**config.mk**
```make
export PLATFORM = sky130hd
export DESIGN_NAME = m68k_irq_sched
export DESIGN_NICKNAME = d
export VERILOG_FILES = /design/src/rtl/m68k_irq_sched_pkg.sv /design/src/rtl/m68k_irq_sched_prio_enc.sv /design/src/rtl/m68k_irq_sched.sv
export SDC_FILE = /design/constraint.sdc
export NUM_CORES = 1
export LEC_CHECK = 0
export BUFFER_PORTS_ARGS = -buffer_cell sky130_fd_sc_hd__buf_2
export CAP_MARGIN = 5
export CORE_UTILIZATION = 49
export CTS_CLUSTER_DIAMETER = 30
export DETAILED_ROUTE_END_ITERATION = 8
export MAX_ROUTING_LAYER = met4
export PLACE_DENSITY = 0.74
export SLEW_MARGIN = 20
export SYNTH_ARGS = -nofsm -noshare
export SYNTH_HDL_FRONTEND = slang
export SYNTH_SLANG_ARGS = --single-unit
export TNS_END_PERCENT = 10
```
**constraint.sdc**
```tcl
create_clock -name wb_clk_i -period 2.1 [get_ports wb_clk_i]
set_clock_uncertainty 0.2 [all_clocks]
set_input_delay 0.42 -clock wb_clk_i [delete_from_list [all_inputs] [get_ports wb_clk_i]]
set_output_delay 0.42 -clock wb_clk_i [all_outputs]
set_load 0.01 [all_outputs]
```
**src/rtl/m68k_irq_sched_pkg.sv**
```systemverilog
// m68k_irq_pkg: shared definitions for the m68k interrupt scheduler.
// - Register map (2-bit Wishbone addresses).
// - IACK state machine encoding.
// - Level width constants.
// - Helper that turns a level number into a one-hot pending-bit mask.
package m68k_irq_pkg;

  localparam int NUM_LEVELS = 7;
  localparam int LEVEL_W    = 3;

  localparam logic [1:0] ADR_PEND = 2'd0;
  localparam logic [1:0] ADR_MASK = 2'd1;
  localparam logic [1:0] ADR_EDGE = 2'd2;
  localparam logic [1:0] ADR_VCFG = 2'd3;

  typedef enum logic [1:0] {
    ST_IDLE    = 2'd0,
    ST_RESOLVE = 2'd1,
    ST_ACK     = 2'd2,
    ST_WAIT    = 2'd3
  } iack_state_e;

  // Level n (1..7) maps to pending bit n-1; level 0 selects no bit.
  function automatic logic [NUM_LEVELS-1:0] level_onehot(input logic [LEVEL_W-1:0] level);
    logic [NUM_LEVELS-1:0] mask;
    if (level == 3'd0) begin
      mask = 7'h00;
    end else begin
      mask = 7'h01 << (level - 3'd1);
    end
    return mask;
  endfunction

endpackage

```
**src/rtl/m68k_irq_sched_prio_enc.sv**
```systemverilog
// irq_prio_enc: highest-set-bit encoder for the interrupt priority code.
// Ports:
//   req   in  7  enabled pending requests, bit n = level n+1
//   level out 3  highest requesting level, 0 when req is empty
module irq_prio_enc
  import m68k_irq_pkg::*;
(
  input  logic [NUM_LEVELS-1:0] req,
  input  logic                  unused_tie,
  output logic [LEVEL_W-1:0]    level
);

  // Scan upwards so the highest set bit overwrites lower ones.
  always_comb begin
    level = 3'd0;
    for (int i = 0; i < NUM_LEVELS; i++) begin
      if (req[i]) begin
        level = 3'(i + 1);
      end else begin
        level = level;
      end
    end
  end

  logic unused_s;
  assign unused_s = unused_tie;

endmodule

```
**src/rtl/m68k_irq_sched.sv**
```systemverilog
// m68k_irq_sched: interrupt scheduler between peripheral IRQ lines and the
// 68000 IPL/IACK pins, configured over an 8-bit Wishbone slave.
// Ports:
//   wb_clk_i, wb_reset_i          clock, synchronous active-high reset
//   int_i[6:0]                    async requests, bit n = level n+1
//   wb_cyc_i/stb_i/we_i/adr_i/dat_i, wb_dat_o/ack_o   Wishbone slave
//   ipl_o[2:0]                    registered priority code, 0 = none
//   iack_i, iack_level_i[2:0]     CPU interrupt-acknowledge request
//   iack_ack_o, vector_o, avec_o  one-cycle IACK response
module m68k_irq_sched
  import m68k_irq_pkg::*;
#(
  parameter int          SYNC_STAGES  = 2,
  parameter logic [6:0]  MASK_RST     = 7'h00,
  parameter logic [7:0]  VCFG_RST     = 8'h41,
  parameter logic [7:0]  SPURIOUS_VEC = 8'h18
) (
  input  logic       wb_clk_i,
  input  logic       wb_reset_i,
  input  logic [6:0] int_i,
  input  logic       wb_cyc_i,
  input  logic       wb_stb_i,
  input  logic       wb_we_i,
  input  logic [1:0] wb_adr_i,
  input  logic [7:0] wb_dat_i,
  output logic [7:0] wb_dat_o,
  output logic       wb_ack_o,
  output logic [2:0] ipl_o,
  input  logic       iack_i,
  input  logic [2:0] iack_level_i,
  output logic       iack_ack_o,
  output logic [7:0] vector_o,
  output logic       avec_o
);

  logic [NUM_LEVELS-1:0] sync_r [SYNC_STAGES];
  logic [NUM_LEVELS-1:0] prev_r;
  logic [NUM_LEVELS-1:0] pend_r, mask_r, edge_r;
  logic [7:0]            vcfg_r;
  iack_state_e           state_r;

  logic [NUM_LEVELS-1:0] synced_s, rise_s, enabled_s, w1c_s, iack_clr_s, pend_nxt_s;
  logic [LEVEL_W-1:0]    top_level_s;
  logic                  req_s, wr_s, iack_hit_s;
  logic [7:0]            rdata_s;

  assign synced_s  = sync_r[SYNC_STAGES-1];
  assign rise_s    = synced_s & ~prev_r;
  assign enabled_s = pend_r & mask_r;
  assign req_s     = wb_cyc_i & wb_stb_i & ~wb_ack_o;
  assign wr_s      = req_s & wb_we_i;

  // Input synchroniser plus one extra stage used for rising-edge detection.
  always_ff @(posedge wb_clk_i) begin
    if (wb_reset_i) begin
      for (int i = 0; i < SYNC_STAGES; i++) begin
        sync_r[i] <= 7'h00;
      end
      prev_r <= 7'h00;
    end else begin
      sync_r[0] <= int_i;
      for (int i = 1; i < SYNC_STAGES; i++) begin
        sync_r[i] <= sync_r[i-1];
      end
      prev_r <= synced_s;
    end
  end

  // Clear sources for edge-mode bits: software W1C and the IACK of that level.
  always_comb begin
    w1c_s      = 7'h00;
    iack_hit_s = 1'b0;
    iack_clr_s = 7'h00;
    if (wr_s && (wb_adr_i == ADR_PEND)) begin
      w1c_s = wb_dat_i[6:0];
    end else begin
      w1c_s = 7'h00;
    end
    if (state_r == ST_RESOLVE) begin
      iack_hit_s = |(enabled_s & level_onehot(iack_level_i));
    end else begin
      iack_hit_s = 1'b0;
    end
    if (iack_hit_s) begin
      iack_clr_s = level_onehot(iack_level_i);
    end else begin
      iack_clr_s = 7'h00;
    end
  end

  // Next pending value: level bits mirror the input, edge bits latch with set priority.
  always_comb begin
    pend_nxt_s = pend_r;
    for (int n = 0; n < NUM_LEVELS; n++) begin
      if (edge_r[n]) begin
        pend_nxt_s[n] = rise_s[n] | (pend_r[n] & ~(w1c_s[n] | iack_clr_s[n]));
      end else begin
        pend_nxt_s[n] = synced_s[n];
      end
    end
  end

  // Pending register.
  always_ff @(posedge wb_clk_i) begin
    if (wb_reset_i) begin
      pend_r <= 7'h00;
    end else begin
      pend_r <= pend_nxt_s;
    end
  end

  // Software-writable configuration registers; writes land on the ack edge.
  always_ff @(posedge wb_clk_i) begin
    if (wb_reset_i) begin
      mask_r <= MASK_RST;
      edge_r <= 7'h00;
      vcfg_r <= VCFG_RST & 8'hF9;
    end else if (wr_s) begin
      case (wb_adr_i)
        ADR_MASK: mask_r <= wb_dat_i[6:0];
        ADR_EDGE: edge_r <= wb_dat_i[6:0];
        ADR_VCFG: vcfg_r <= {wb_dat_i[7:3], 2'b00, wb_dat_i[0]};
        default:  mask_r <= mask_r;
      endcase
    end else begin
      mask_r <= mask_r;
    end
  end

  // Read mux; unimplemented bits read as zero.
  always_comb begin
    rdata_s = 8'h00;
    case (wb_adr_i)
      ADR_PEND: rdata_s = {1'b0, pend_r};
      ADR_MASK: rdata_s = {1'b0, mask_r};
      ADR_EDGE: rdata_s = {1'b0, edge_r};
      ADR_VCFG: rdata_s = vcfg_r;
      default:  rdata_s = 8'h00;
    endcase
  end

  // Wishbone handshake: single-cycle ack, data valid only alongside ack.
  always_ff @(posedge wb_clk_i) begin
    if (wb_reset_i) begin
      wb_ack_o <= 1'b0;
      wb_dat_o <= 8'h00;
    end else if (req_s) begin
      wb_ack_o <= 1'b1;
      wb_dat_o <= rdata_s;
    end else begin
      wb_ack_o <= 1'b0;
      wb_dat_o <= 8'h00;
    end
  end

  irq_prio_enc u_prio (
    .req        (enabled_s),
    .unused_tie (1'b0),
    .level      (top_level_s)
  );

  // Registered priority code to the CPU.
  always_ff @(posedge wb_clk_i) begin
    if (wb_reset_i) begin
      ipl_o <= 3'd0;
    end else begin
      ipl_o <= top_level_s;
    end
  end

  // IACK state machine: resolve the level one cycle after the request,
  // pulse the response, then wait for the CPU to end its cycle.
  always_ff @(posedge wb_clk_i) begin
    if (wb_reset_i) begin
      state_r    <= ST_IDLE;
      iack_ack_o <= 1'b0;
      vector_o   <= 8'h00;
      avec_o     <= 1'b0;
    end else begin
      case (state_r)
        ST_IDLE: begin
          iack_ack_o <= 1'b0;
          if (iack_i) begin
            state_r <= ST_RESOLVE;
          end else begin
            state_r <= ST_IDLE;
          end
        end
        ST_RESOLVE: begin
          iack_ack_o <= 1'b1;
          state_r    <= ST_ACK;
          if (iack_hit_s) begin
            vector_o <= {vcfg_r[7:3], iack_level_i};
            avec_o   <= vcfg_r[0];
          end else begin
            vector_o <= SPURIOUS_VEC;
            avec_o   <= 1'b0;
          end
        end
        ST_ACK: begin
          iack_ack_o <= 1'b0;
          vector_o   <= 8'h00;
          avec_o     <= 1'b0;
          state_r    <= ST_WAIT;
        end
        ST_WAIT: begin
          iack_ack_o <= 1'b0;
          if (iack_i) begin
            state_r <= ST_WAIT;
          end else begin
            state_r <= ST_IDLE;
          end
        end
        default: begin
          iack_ack_o <= 1'b0;
          state_r    <= ST_IDLE;
        end
      endcase
    end
  end

endmodule

```
Word level (Yosys, flattened, before mapping)
Memory sizes are Yosys's and may differ from the RTL's.
Cells that the tools add are included.
W data, S select, Z words.
{"block": "op_classes", "add_sub_neg": 1, "multipliers": 0, "div_mod_pow": 0, "n_lt_le_gt_ge": 0, "n_eq_ne": 6, "n_shift": 1, "n_mux": 34, "bitwise_logic": 39, "reduce_logical": 11}
{"op": "$mux W7", "count": 6}
{"op": "$pmux W8 S4", "count": 1}
{"op": "$and A7 B7 Y7", "count": 3}
{"op": "$or A1 B1 Y1", "count": 16}
{"op": "$pmux W8 S2", "count": 1}
{"op": "$mux W1", "count": 15}
{"op": "$mux W3", "count": 4}
{"op": "$and A1 B1 Y1", "count": 10}
{"op": "$not A1 Y1", "count": 9}
{"op": "$eq A2 B2 Y1 const B", "count": 4}
{"op": "$mux W8", "count": 1}
{"op": "$pmux W2 S4", "count": 1}
{"op": "$not A7 Y7", "count": 1}
{"op": "$reduce_or A7 Y1", "count": 1}
{"op": "$shl A1 B3 Y7 const A", "count": 1}
{"op": "$mux W2", "count": 3}
{"op": "$reduce_and A2 Y1", "count": 3}
{"op": "$eq A2 B1 Y1 const B", "count": 2}
{"op": "$logic_not A2 Y1", "count": 2}
{"op": "$pmux W1 S2", "count": 2}
{"op": "$logic_not A3 Y1", "count": 1}
{"op": "$reduce_or A3 Y1", "count": 1}
{"op": "$sub A3 B1 Y3 const B", "count": 1}
{"op": "$reduce_bool A2 Y1", "count": 1}
{"op": "other kinds (2)", "count": 2}
{"block": "totals", "reg_bits": 58, "latch_bits": 0, "ram_bits": 14, "rom_bits": 0, "in_bits": 26, "out_inout_bits": 22, "wordCells": 105, "n_memories": 1}
{"name": "sync_r", "words": 2, "word_bits": 7, "rd": 2, "rd_clocked_by_memory_dff": 0, "write_ports": 2, "line_no": "m68k_irq_sched.sv:36", "text": "logic [NUM_LEVELS-1:0] sync_r [SYNC_STAGES];"}

Longest topological paths before layout
{"block": "logic_depth", "ltp_word": 13, "mapped_depth": 6}

Hierarchy
A second synthesis with hierarchy kept.
{"block": "unflattened", "cells_unflattened": 303, "hier_area_um2": 3026.7}
{"mod": "m68k_irq_sched", "n_inst": 1, "cells_each": 293, "area_per_inst_um2": 2981.6, "seq_area_each_um2": 1441.4}
{"mod": "irq_prio_enc", "n_inst": 1, "cells_each": 10, "area_per_inst_um2": 45.0, "seq_area_each_um2": 0.0}

Worst setup path after synthesis
Ideal clock, no wire load.
{"block": "synth_path", "path_type": "register to register", "startpoint": "reg state_r[1]", "endpoint": "reg avec_o", "setup_time_ns": 0.060, "t_arrival_ns": 1.724, "required_ns": 1.840, "slack_ns": 0.115, "stages_incl_launch_ff": 7, "n_path_buf": 0, "cell_sequence": "dfxtp_1 -> inv_1 -> ha_1 -> nor3b_1 -> nand2_1 -> o31ai_4 -> a22o_1"}
{"block": "synth_via", "elab_chain_cells": 4, "elab_cells_between_ends": 6}
{"item": "from (decl)", "line_no": "m68k_irq_sched.sv:40", "text": "iack_state_e state_r;"}
{"item": "from (signal assigned)", "line_no": "m68k_irq_sched.sv:175", "text": "state_r <= ST_IDLE;"}
{"item": "from (signal assigned)", "line_no": "m68k_irq_sched.sv:184", "text": "state_r <= ST_RESOLVE;"}
{"item": "from (signal assigned)", "line_no": "m68k_irq_sched.sv:186", "text": "state_r <= ST_IDLE;"}
{"item": "$eq A2 B1 Y1", "line_no": "m68k_irq_sched.sv:79, m68k_irq_sched.sv:180"}
{"item": "$mux W1", "line_no": "m68k_irq_sched.sv:79", "text": "if (state_r == ST_RESOLVE) begin"}
{"item": "$mux W1", "line_no": "m68k_irq_sched.sv:192", "text": "if (iack_hit_s) begin"}
{"item": "$pmux W1 S2", "line_no": "m68k_irq_sched.sv:180", "text": "case (state_r)"}
{"item": "to (signal assigned)", "line_no": "m68k_irq_sched.sv:194", "text": "avec_o <= vcfg_r[0];"}
{"item": "to (decl)", "line_no": "m68k_irq_sched.sv:33", "text": "output logic avec_o"}
Parallel ways exist; a longest one is shown, timed or not.
A chain may end at the register's enable or synchronous reset.

Worst setup path in the final report
{"block": "layout_path", "startpoint": "reg state_r[0]", "endpoint": "reg vector_o[0]"}
{"block": "layout_via", "elab_chain_cells": 4, "elab_cells_between_ends": 6}
{"item": "$eq A2 B1 Y1", "line_no": "m68k_irq_sched.sv:79, m68k_irq_sched.sv:180"}
{"item": "$mux W1", "line_no": "m68k_irq_sched.sv:79"}
{"item": "$mux W8", "line_no": "m68k_irq_sched.sv:192"}
{"item": "$pmux W8 S2", "line_no": "m68k_irq_sched.sv:180"}
{"item": "to (signal assigned)", "line_no": "m68k_irq_sched.sv:193", "text": "vector_o <= {vcfg_r[7:3], iack_level_i};"}
{"item": "to (decl)", "line_no": "m68k_irq_sched.sv:32", "text": "output logic [7:0] vector_o,"}
Parallel ways exist; a longest one is shown, timed or not.

==> reports/summary.txt <==
======================================================================================================
Status                                                                                    finished clean
Buffer type at the clock tree root                                                        sky130_fd_sc_hd__clkbuf_8
Most repeated cell in the gate-level netlist after synthesis                              sky130_fd_sc_hd__dfxtp_1
DRC marker count from the first detailed-route iteration                                           224
Register Area                                                                             0.001441 mm²
Synthesized instance count                                                                         268
Final critical-path required period                                                            1898 ps
Ratio of final minimum period to clock period                                                   90.37%
Port bufs                                                                                           47
First-pass GRT wire length                                                                     9087 µm
Maximum level of the CTS H-tree                                                                      3
Number of enable-type register cells in the synthesized netlist                                      0
Part of the Yosys area used for sequential elements                                             51.87%
Worst Setup Start Kind                                                                            flop
Later-pin clock latency in the skew report                                                      350 ps
Crit end category                                                                                 flop
Core utilization of the finished layout                                                         61.20%
Pwr per Cell Area                                                                         851.2 mW/mm²
Routed length per instance                                                                    13.82 µm
Total half-perimeter wirelength after legalization and detailed placement                      3732 µm
Critical Path Fanout Max                                                                             6
CTS tree                                                                                          done
Number of fill cells in the layout                                                                 472
Setup slack, reg-to-reg                                                                         200 ps
Maximum operating frequency                                                                  527.0 MHz
Peak VDD IR                                                                                  0.4731 mV
Transition at the pin with the smallest max-transition slack                                  421.7 ps
Leak pwr                                                                                      1.359 nW
Number of cells after detailed placement                                                           381
Maximum buffer depth of the clock tree                                                               2
Number of primary I/O pins                                                                          48
Count of antenna diodes in the layout                                                                0
Remaining number of nets flagged by the antenna check after routing                                  0
Max-slew violations                                                                                  0
Synth top cells by count                                                                  72 x sky130_fd_sc_hd__dfxtp_1, 31 x sky130_fd_sc_hd__nor2_1, 30 x sky130_fd_sc_hd__nor2b_1
Setup-failing EPs final                                                                              0
Total Wirelength                                                                               5487 µm
Combined area of all synthesized cells                                                    0.002779 mm²
Largest net degree at the start of global routing                                                   53
Main area contributors after synthesis                                                    sky130_fd_sc_hd__dfxtp_1 52%, sky130_fd_sc_hd__mux2i_1 7.2%, sky130_fd_sc_hd__nor2b_1 6.8%, sky130_fd_sc_hd__mux4_2 4.9%, sky130_fd_sc_hd__nor2_1 4.2%
Path type of the worst min-delay path                                                     primary input to flop
Maxcap violations                                                                                    0
Net count after synthesis                                                                          299
Number of storage elements in the synthesis netlist                                                 72
Vias per cell                                                                                    5.227
Die Footprint                                                                             0.005976 mm²
Rows                                                                                                27
Total negative slack for setup checks                                                             0 ps
Cell taking the most area after synthesis                                                 sky130_fd_sc_hd__dfxtp_1
Dominant synthesized flop cell                                                            sky130_fd_sc_hd__dfxtp_1
Number of endpoints with negative hold slack in the final report                                     0
Fraction of registers with async set/reset                                                          0%
Vertical die dimension                                                                        77.31 µm
Number of CTS-inserted buffers                                                                       9
Remaining design rule violation count                                                                0
CTS Sinks                                                                                           72
Area overhead of the layout relative to synthesis                                               20.53%
Number of different library cells in the post-synthesis netlist                                     35
GP Congestion                                                                                   0.8618
Routed via count                                                                                 2,075
Share of post-route cells with drive strength above 1                                           25.23%
Yosys warns                                                                                          0
Nets                                                                                               351
Average instance area after synthesis                                                        10.37 µm²
Setup repair after global routing missed its margin                                              false
Required time of the worst setup path                                                          2140 ps
Area taken by multi-input logic gates                                                     0.001276 mm²
Core ar.                                                                                  0.005473 mm²
Total grt overflow                                                                                   0
Router iterations before antenna repair                                                              4
Slew Limit Headroom                                                                             71.16%
Effective utilization at floorplan                                                              50.78%
Total power                                                                                 0.002851 W
Fraction of post-synthesis cell area in the top cell type by area                               51.87%
Overall track demand over capacity in global routing                                            20.78%
Number of antenna violations at the first check in global routing                                    0
WP data arrival                                                                                1940 ps
Horizontal die dimension                                                                      77.31 µm
Crit Path Class                                                                           flop to flop
Via count of the first global-routing pass                                                       1,959
Final cell count without fillers                                                                   397
Clock transition at the register clock pins on the worst setup and hold paths after CTS          70 ps
======================================================================================================
-- worst paths after layout --
path / from / depth (start not counted) / to
setup / recovery: state_r[0] / 7 / vector_o[0]
hold / removal: int_i[6] / 2 / sync_r[0][6]
setup reg to reg: state_r[0] / 7 / vector_o[0]
hold reg to reg: sync_r[0][3] / 1 / sync_r[0][10]
-- cells in the final DEF, fill, tap and decap left out, types with 2 or more instances in the layout --
cell,count
sky130_fd_sc_hd__dfxtp_1,72
sky130_fd_sc_hd__buf_2,47
sky130_fd_sc_hd__nor2_1,31
sky130_fd_sc_hd__nor2b_1,30
sky130_fd_sc_hd__nand2_1,24
sky130_fd_sc_hd__mux2i_1,20
sky130_fd_sc_hd__clkbuf_8,11
sky130_fd_sc_hd__a21oi_1,8
sky130_fd_sc_hd__a22o_1,8
sky130_fd_sc_hd__mux4_2,6
sky130_fd_sc_hd__buf_4,6
sky130_fd_sc_hd__nand4b_1,5
sky130_fd_sc_hd__ha_1,5
sky130_fd_sc_hd__o21ai_0,4
sky130_fd_sc_hd__inv_1,3
sky130_fd_sc_hd__and2_1,3
sky130_fd_sc_hd__a31oi_1,3
sky130_fd_sc_hd__a211oi_1,3
sky130_fd_sc_hd__a2111oi_0,3
sky130_fd_sc_hd__a21o_1,3
sky130_fd_sc_hd__and2_4,2
sky130_fd_sc_hd__nand4_1,2
sky130_fd_sc_hd__nand2b_1,2
sky130_fd_sc_hd__a221o_1,2
sky130_fd_sc_hd__a32o_1,2
sky130_fd_sc_hd__nor3b_1,2
sky130_fd_sc_hd__nand3_1,2
sky130_fd_sc_hd__a211o_1,2
sky130_fd_sc_hd__bufinv_16,2
sky130_fd_sc_hd__clkinv_2,2
-- flip-flops by register name, summed over array words and instances (netlist names) --
name and count:
iack_ack_o 1, edge_r 7, avec_o 1, mask_r 7, wb_ack_o 1, sync_r 14
vector_o 8, wb_dat_o 8, pend_r 7, vcfg_r 6, ipl_o 3, prev_r 7
state_r 2
-- per-stage QoR --
step / hold slack [ps] / worst slack [ps] / instance area (µm²)
after CTS: 61.33 / 81.87 / 3344
final: 79.87 / 202.3 / 3349
after detailed placement: 220.4 / 103.6 / 3114
after global placement: 215.7 / 173.6 / 3114
after floorplan: 213.8 / 115.3 / 2779
after global routing: 74.48 / 70.52 / 3349
-- critical path, stage by stage (launching register included) --
cell	delay (ps)
sky130_fd_sc_hd__dfxtp_1	420
sky130_fd_sc_hd__inv_1	90
sky130_fd_sc_hd__ha_1	300
sky130_fd_sc_hd__nor3b_2	170
sky130_fd_sc_hd__buf_4	150
sky130_fd_sc_hd__nand4_2	110
sky130_fd_sc_hd__o31ai_4	110
sky130_fd_sc_hd__a22o_1	240
-- cell families (layout without fill, tap and decap cells) --
kind of cell	count (synthesis)	after routing	share of synthesized area, %
AOI/OAI and AO/OA	39	39	10.76
muxes	26	26	12.07
buffers and inverters	16	73	2.386
DFF	72	72	51.87
adders and majority gates	5	5	2.251
and+or+nand+nor	110	110	20.67
-- timing repair --
action                                 CTS  global route
hold buffers                             0             0
setup endpoints to repair                0             8
endpoints found under the hold margin    0             0
resized for setup                        0             1
setup buffers                            0             0
-- per-layer routing --
metal | routed length (µm) | track usage (%) | up-vias
met1 | 2512 | 24.06 | 967
met5 | 0 | - | -
met4 | 97 | 10.00 | 0
met3 | 295 | 7.262 | 10
li1 | - | - | 1039
met2 | 2581 | 32.04 | 59
-- cell type report --
cell class / count / area share, %
inverters: 3 / 0.3362
well taps: 72 / 2.690
repair buffers: 54 / 8.965
clock inverters: 5 / 2.353
clock buffers: 11 / 4.520
flip-flops and latches: 72 / 43.03
multi-input cells: 180 / 38.10
-- where the power goes --
group | switching, W | internal [W] | total, W
registers | 0.0000210 | 0.00140 | 0.00142
clock network | 0.000506 | 0.000731 | 0.00124
logic | 0.000102 | 0.0000874 | 0.000190
total | 0.000629 | 0.00222 | 0.00285
Power figures use the tool's default switching activity.
